<file path="src/rtl/binary_decoder_pkg.sv">
// Shared constants and helpers for the binary decoder block.
package binary_decoder_pkg;

  localparam int unsigned DEF_IN_W  = 3;
  localparam int unsigned DEF_CNT_W = 8;

  // Widest one-hot vector the helper can build (select inputs up to 8 bits).
  localparam int unsigned ONEHOT_W = 256;

  // One-hot vector with bit idx set; callers truncate to their output width.
  function automatic logic [ONEHOT_W-1:0] onehot(input int unsigned idx);
    return ONEHOT_W'(1) << idx;
  endfunction

endpackage

</file>
<file path="src/rtl/binary_decoder_sat_counter.sv">
// Saturating up-counter with synchronous clear and asynchronous reset.
module binary_decoder_sat_counter #(
  parameter int unsigned CNT_W = 8
) (
  input  logic             clk,
  input  logic             rst,
  input  logic             clr,
  input  logic             inc,
  output logic [CNT_W-1:0] count
);

  // Clear wins over increment; increment stops at all-ones.
  always_ff @(posedge clk or posedge rst) begin
    if (rst) begin
      count <= '0;
    end else if (clr) begin
      count <= '0;
    end else if (inc && (count != '1)) begin
      count <= count + 1'b1;
    end
  end

endmodule

</file>
<file path="src/rtl/binary_decoder.sv">
// N-to-2^N one-hot decoder with a registered, valid-qualified copy and
// per-line saturating hit counters.
module binary_decoder
  import binary_decoder_pkg::*;
#(
  parameter int unsigned IN_W  = DEF_IN_W,
  parameter int unsigned CNT_W = DEF_CNT_W,
  localparam int unsigned OUT_W = 1 << IN_W
) (
  input  logic             clk,
  input  logic             rst,
  input  logic [IN_W-1:0]  in,
  output logic [OUT_W-1:0] out,
  input  logic             in_valid,
  output logic [OUT_W-1:0] out_q,
  output logic             out_valid,
  input  logic             cnt_clr,
  input  logic [IN_W-1:0]  cnt_sel,
  output logic [CNT_W-1:0] cnt_out
);

  logic [CNT_W-1:0] counts [OUT_W];

  // Combinational decode; independent of clock, reset and valid.
  always_comb begin
    out = OUT_W'(onehot(32'(in)));
  end

  // Registered copy of the decode, updated only on valid inputs.
  always_ff @(posedge clk or posedge rst) begin
    if (rst) begin
      out_q     <= '0;
      out_valid <= 1'b0;
    end else begin
      out_valid <= in_valid;
      if (in_valid) begin
        out_q <= out;
      end
    end
  end

  // One hit counter per output line, bumped when that line is selected.
  for (genvar g = 0; g < OUT_W; g++) begin : g_cnt
    binary_decoder_sat_counter #(
      .CNT_W(CNT_W)
    ) u_cnt (
      .clk  (clk),
      .rst  (rst),
      .clr  (cnt_clr),
      .inc  (in_valid && out[g]),
      .count(counts[g])
    );
  end

  // Read port shows the current (pre-increment) register value.
  always_comb begin
    cnt_out = counts[cnt_sel];
  end

endmodule

</file>
<file path="config.mk">
export PLATFORM = sky130hd
export DESIGN_NAME = binary_decoder
export DESIGN_NICKNAME = d
export VERILOG_FILES = /design/src/rtl/binary_decoder_pkg.sv /design/src/rtl/binary_decoder_sat_counter.sv /design/src/rtl/binary_decoder.sv
export SDC_FILE = /design/constraint.sdc
export NUM_CORES = 1
export LEC_CHECK = 0
export BUFFER_PORTS_ARGS = -buffer_cell sky130_fd_sc_hd__buf_4
export CORE_MARGIN = 2
export CORE_UTILIZATION = 39
export CTS_BUF_LIST = sky130_fd_sc_hd__clkbuf_8 sky130_fd_sc_hd__clkbuf_16
export DETAILED_ROUTE_END_ITERATION = 8
export PLACE_DENSITY_LB_ADDON = 0.08
export SYNTH_ARGS = -nofsm -noshare
export SYNTH_HDL_FRONTEND = slang
export SYNTH_SLANG_ARGS = --single-unit
</file>
<file path="constraint.sdc">
create_clock -name clk -period 2.75 [get_ports clk]
set_input_delay 0.275 -clock clk [delete_from_list [all_inputs] [get_ports clk]]
set_output_delay 0.275 -clock clk [all_outputs]
set_load 0.02 [all_outputs]
</file>
**Word level (Yosys, flattened, before mapping)**

Cells that the tools add are included.

- Flip-flop bits (word level): 73
- Logic and storage cells: 72
- Input bits: 10
- Output and inout port bits: 25

- Shift-type cells: 1
- Equality and inequality tests: 8
- Bitwise operators: 1
- Order comparisons: 1
- Mux-type cells: 19
- Reduce and logical (&&, ||, !) cells: 24
- Add/sub/neg operators: 8

Operators with widths:

| kind | count |
|---|---|
| 8-bit 2-to-1 mux | 18 |
| 8-bit by 1-bit adder with 8-bit output (second input constant) | 8 |
| 8-bit inequality test (second input constant) | 8 |
| 8-bit binary-select mux with 3-bit select | 1 |
| 1-bit logical AND | 16 |
| 2-bit nonzero test | 8 |
| 1-bit by 3-bit left shift with 8-bit output (first input constant) | 1 |
| 4-bit >= comparator (second input constant) | 1 |
| 3-bit NOT with 4-bit output | 1 |

**Logic depth before layout (Yosys ltp)**

- Depth in word-level cells: 5
- Mapped depth: 6

**By module**

From an unflattened synthesis, not the netlist that was laid out.

- Cells, all modules: 473
- Area total of the unflattened synthesis: 5008.6 µm²

By module, submodules not included:

| module | area an instance (µm²) | cells each | times used |
|---|---|---|---|
| binary_decoder_sat_counter | 504.2 | 49 | 8 |
| binary_decoder | 974.7 | 81 | 1 |

**Least setup slack after synthesis**

No wires, ideal clock.

- Kind: input to output
- Start point: in cnt_sel[0]
- End point: out cnt_out[6]
- Buffers on the path: 2
- Cell stages on the path: 4
- Data required time: 2.475 ns
- Data arrival time: 1.640 ns
- Setup slack: 0.835 ns
- Path through: buf_2 -> buf_2 -> mux4_2 -> mux2_2

- Longest elaborated chain between the ends: 4

Ends and longest elaborated chain:

| item | line | text |
|---|---|---|
| start: declaration | binary_decoder.sv:18 | `input logic [IN_W-1:0] cnt_sel,` |
| 3-bit NOT with 4-bit output (implied by the code) | binary_decoder.sv:57 | `cnt_out = counts[cnt_sel];` |
| 8-bit binary-select mux with 3-bit select | binary_decoder.sv:57 |  |
| 8-bit 2-to-1 mux (implied by the code) (2 in series) | binary_decoder.sv:57 |  |
| end: declaration | binary_decoder.sv:19 | `output logic [CNT_W-1:0] cnt_out` |

Every way passes these cells. The select of a mux whose other input is x is not followed.

**Final worst setup path**

- Start point: reg g_cnt[7].u_cnt.count[6]
- End point: out cnt_out[6]

- Longest elaborated chain between the ends: 3

Ends and longest elaborated chain:

| item | line | text |
|---|---|---|
| start: declaration | binary_decoder_sat_counter.sv:9 | `output logic [CNT_W-1:0] count` |
| start signal: assignment | binary_decoder_sat_counter.sv:19 | `count <= count + 1'b1;` |
| 8-bit binary-select mux with 3-bit select | binary_decoder.sv:57 |  |
| 8-bit 2-to-1 mux (implied by the code) (2 in series) | binary_decoder.sv:57 |  |

Every way passes these cells. The select of a mux whose other input is x is not followed.

==> out/metrics.yaml <==
hold_path_depth: 1
ir_worst_vdd_mv: 0.249
synth_cells: 413
cts.sinks: 73
hold_viol_final: 0
clk_pin_slew_ns: 0.08
start_util_pct: 40.1
grt_pass1_wl_um: 17300
rows: 38
numPortBuffers: 34
fin_cells: 583
utilization_pct: 44.8
seqPwrFrac_pct: 54.1
cap_violations: 0
outcome: "complete, no violations"
intPower_mw: 1.49
ys_seq_area_share_pct: 42.1
fin_crit_ns: 2.07
slew_headroom_pct: 51.0
synth.area.top_cells: "dfrtp_1 42%, mux4_2 8.3%, xor2_1 5.9%, nor2_1 4.7%, o211ai_1 2.9%"
worstMarginPinSlew_ns: 0.736
cts_buffer_depth: 2
fin_skew_ns: 0.00976
grt_max_degree: 68
cts_tree: "done"
clkPwrFrac_pct: 37.4
hold_class: "input pin to flop"
cts_setup_buffers: 0
syn_to_final_growth_pct: 11.9
power_mw: 2.03
combPwrFrac_pct: 8.5
vias_per_cell: 5.79
p_per_area_mw_per_mm2: 417
syn_avg_cell_area_sq_um: 10.5
drc: 0
hold_ws_ns: 0.162
dpl_cell_area_sq_mm: 0.00468
netlist.area_leader.share_pct: 42.1
routed_wl_um: 10900
diodes: 0
startpoint_type: "flop"
grt_pass1_vias: 3171
synth_seq_cells: 73
grt_util_all_layers_pct: 19.3
finalMaxSlewViolations: 0
fin_area_sq_mm: 0.00486
p_sw_share_pct: 26.5
nNetsFinal: 457
gp_congestion: 0.869
synth_area_leader_cell: "dfrtp_1"
die_w_um: 110
ioPinCount: 35
synth_cell_types: 47
path_class: "flop to output pin"
vias: 3374
cp.arrival_ns: 1.80
clk_latency_ns: 0.34
leakage_nw: 2.19
synth_warnings: 0
dpl.hpwl_um: 7770
first_pass_iters: 4
htreeDepth: 3
dp.cells: 567
period_share_pct: 75.4
synth-edff-count: 0
ys_async_sr_fraction_pct: 100
ys_top_cells_by_count: "73 x dfrtp_1, 54 x nor2_1, 29 x xor2_1"
finalSetupTns_ns: 0
end_kind: "output pin"
cts_buffers: 9
antenna_left: 0
fillCellCount: 1052
core_sq_mm: 0.0108
switchingPower_uw: 537
cp_max_fo: 9
drive_above_1_share_pct: 20.3
rsz0062_at_grt: "false"
setup_violations: 0
synthMostInstantiatedCell: "dfrtp_1"
root_buffer: "clkbuf_8"
antenna_found_initial: 0
dp_slack_ns: 0.911
max_clock_freq_mhz: 482
fin_ws_ns: 0.676
grt_overflow: 0
synthFlopType: "dfrtp_1"
cp_data_required_time_ns: 2.48
drt-initial-drc-count: 227
synthesis.area_sq_mm: 0.00434
wl_per_cell_um: 18.7
die_area_sq_mm: 0.0120
die-height_um: 110
rr_worst_depth: 5
syn_nets: 431
## path summary, 6_finish.rpt
kind,endpoint,slack [ns],startpoint
max in group asynchronous,out_valid,1.46,rst
worst min-delay path,out_valid,0.16,in_valid
worst max-delay path,cnt_out[6],0.68,g_cnt[7].u_cnt.count[6]
worst min register to register,out_q[1],0.49,out_q[1]
worst max register to register,g_cnt[6].u_cnt.count[5],0.92,g_cnt[6].u_cnt.count[0]
min in group asynchronous,out_q[0],0.52,rst
## flip-flops by register name, summed over array words and instances, names as in the netlist
signal,cells
out_q,8
g_cnt.u_cnt.count,64
out_valid,1
## placed cells by master, fill, tap and decap left out, types with 5 or more instances in the layout
cell type | synthesis | final
nor3_1 | 8 | 8
mux2_2 | 11 | 11
nor2_1 | 54 | 54
ha_1 | 8 | 8
buf_4 | 0 | 37
o21ai_0 | 7 | 7
nor4_1 | 5 | 5
nand4_1 | 14 | 14
xor2_1 | 29 | 29
inv_1 | 6 | 5
and2_1 | 5 | 5
dfrtp_1 | 73 | 73
a21o_1 | 8 | 8
clkbuf_8 | 0 | 10
o211ai_1 | 17 | 17
nand2_1 | 16 | 16
and3_1 | 18 | 18
or4_1 | 5 | 5
nand3_1 | 15 | 15
mux4_2 | 16 | 16
mux2i_1 | 10 | 10
a21oi_1 | 11 | 11
o31ai_1 | 6 | 6
## routing by layer
metal  up-vias  part of all wire [%]  GRT usage, %
met4         0                   1.0          6.69
met5         -                     0             0
met3         8                   6.5          2.79
met1      1684                    47          29.2
li1       1592                     -             -
met2        90                    45          28.3
## worst max-delay path, stage by stage, from the launching register on
cell	delay, ns
dfrtp_1	0.49
mux4_2	0.50
mux2_2	0.30
buf_4	0.16
## cell type report
type / count / area (sq um) / share of cell area (%)
multi-input cells: 311 / 2380 / 48.9
flip-flops and latches: 73 / 1830 / 37.6
repair buffers: 38 / 288 / 5.92
well taps: 140 / 175 / 3.61
clock buffers: 10 / 138 / 2.83
clock inverters: 5 / 32.5 / 0.670
inverters: 6 / 22.5 / 0.464
## repair_timing
action,in CTS,in global routing
hold endpoints to repair,22,0
resized for setup,0,0
hold buffers,1,0
## power by group through the flow
stage                     combinational, mW  clock, mW  sequential (mW)
after floorplan                       0.112          0             1.12
final                                 0.171      0.758             1.10
after global routing                  0.189      0.835             1.10
after detailed placement              0.174          0             1.12
after CTS                             0.175      0.787             1.10
after global placement                0.172          0             1.12
## kinds of logic (layout without fill, tap and decap cells)
group | Yosys count | count (layout) | synth area share, %
compound gates | 64 | 64 | 10.2
xor+xnor | 33 | 33 | 6.66
fa+ha+maj | 8 | 8 | 2.31
buf+inv | 29 | 59 | 3.20
flops | 73 | 73 | 42.1
mux | 37 | 37 | 13.5
simple gates | 169 | 169 | 22.1
Power figures use the tool's default switching activity.
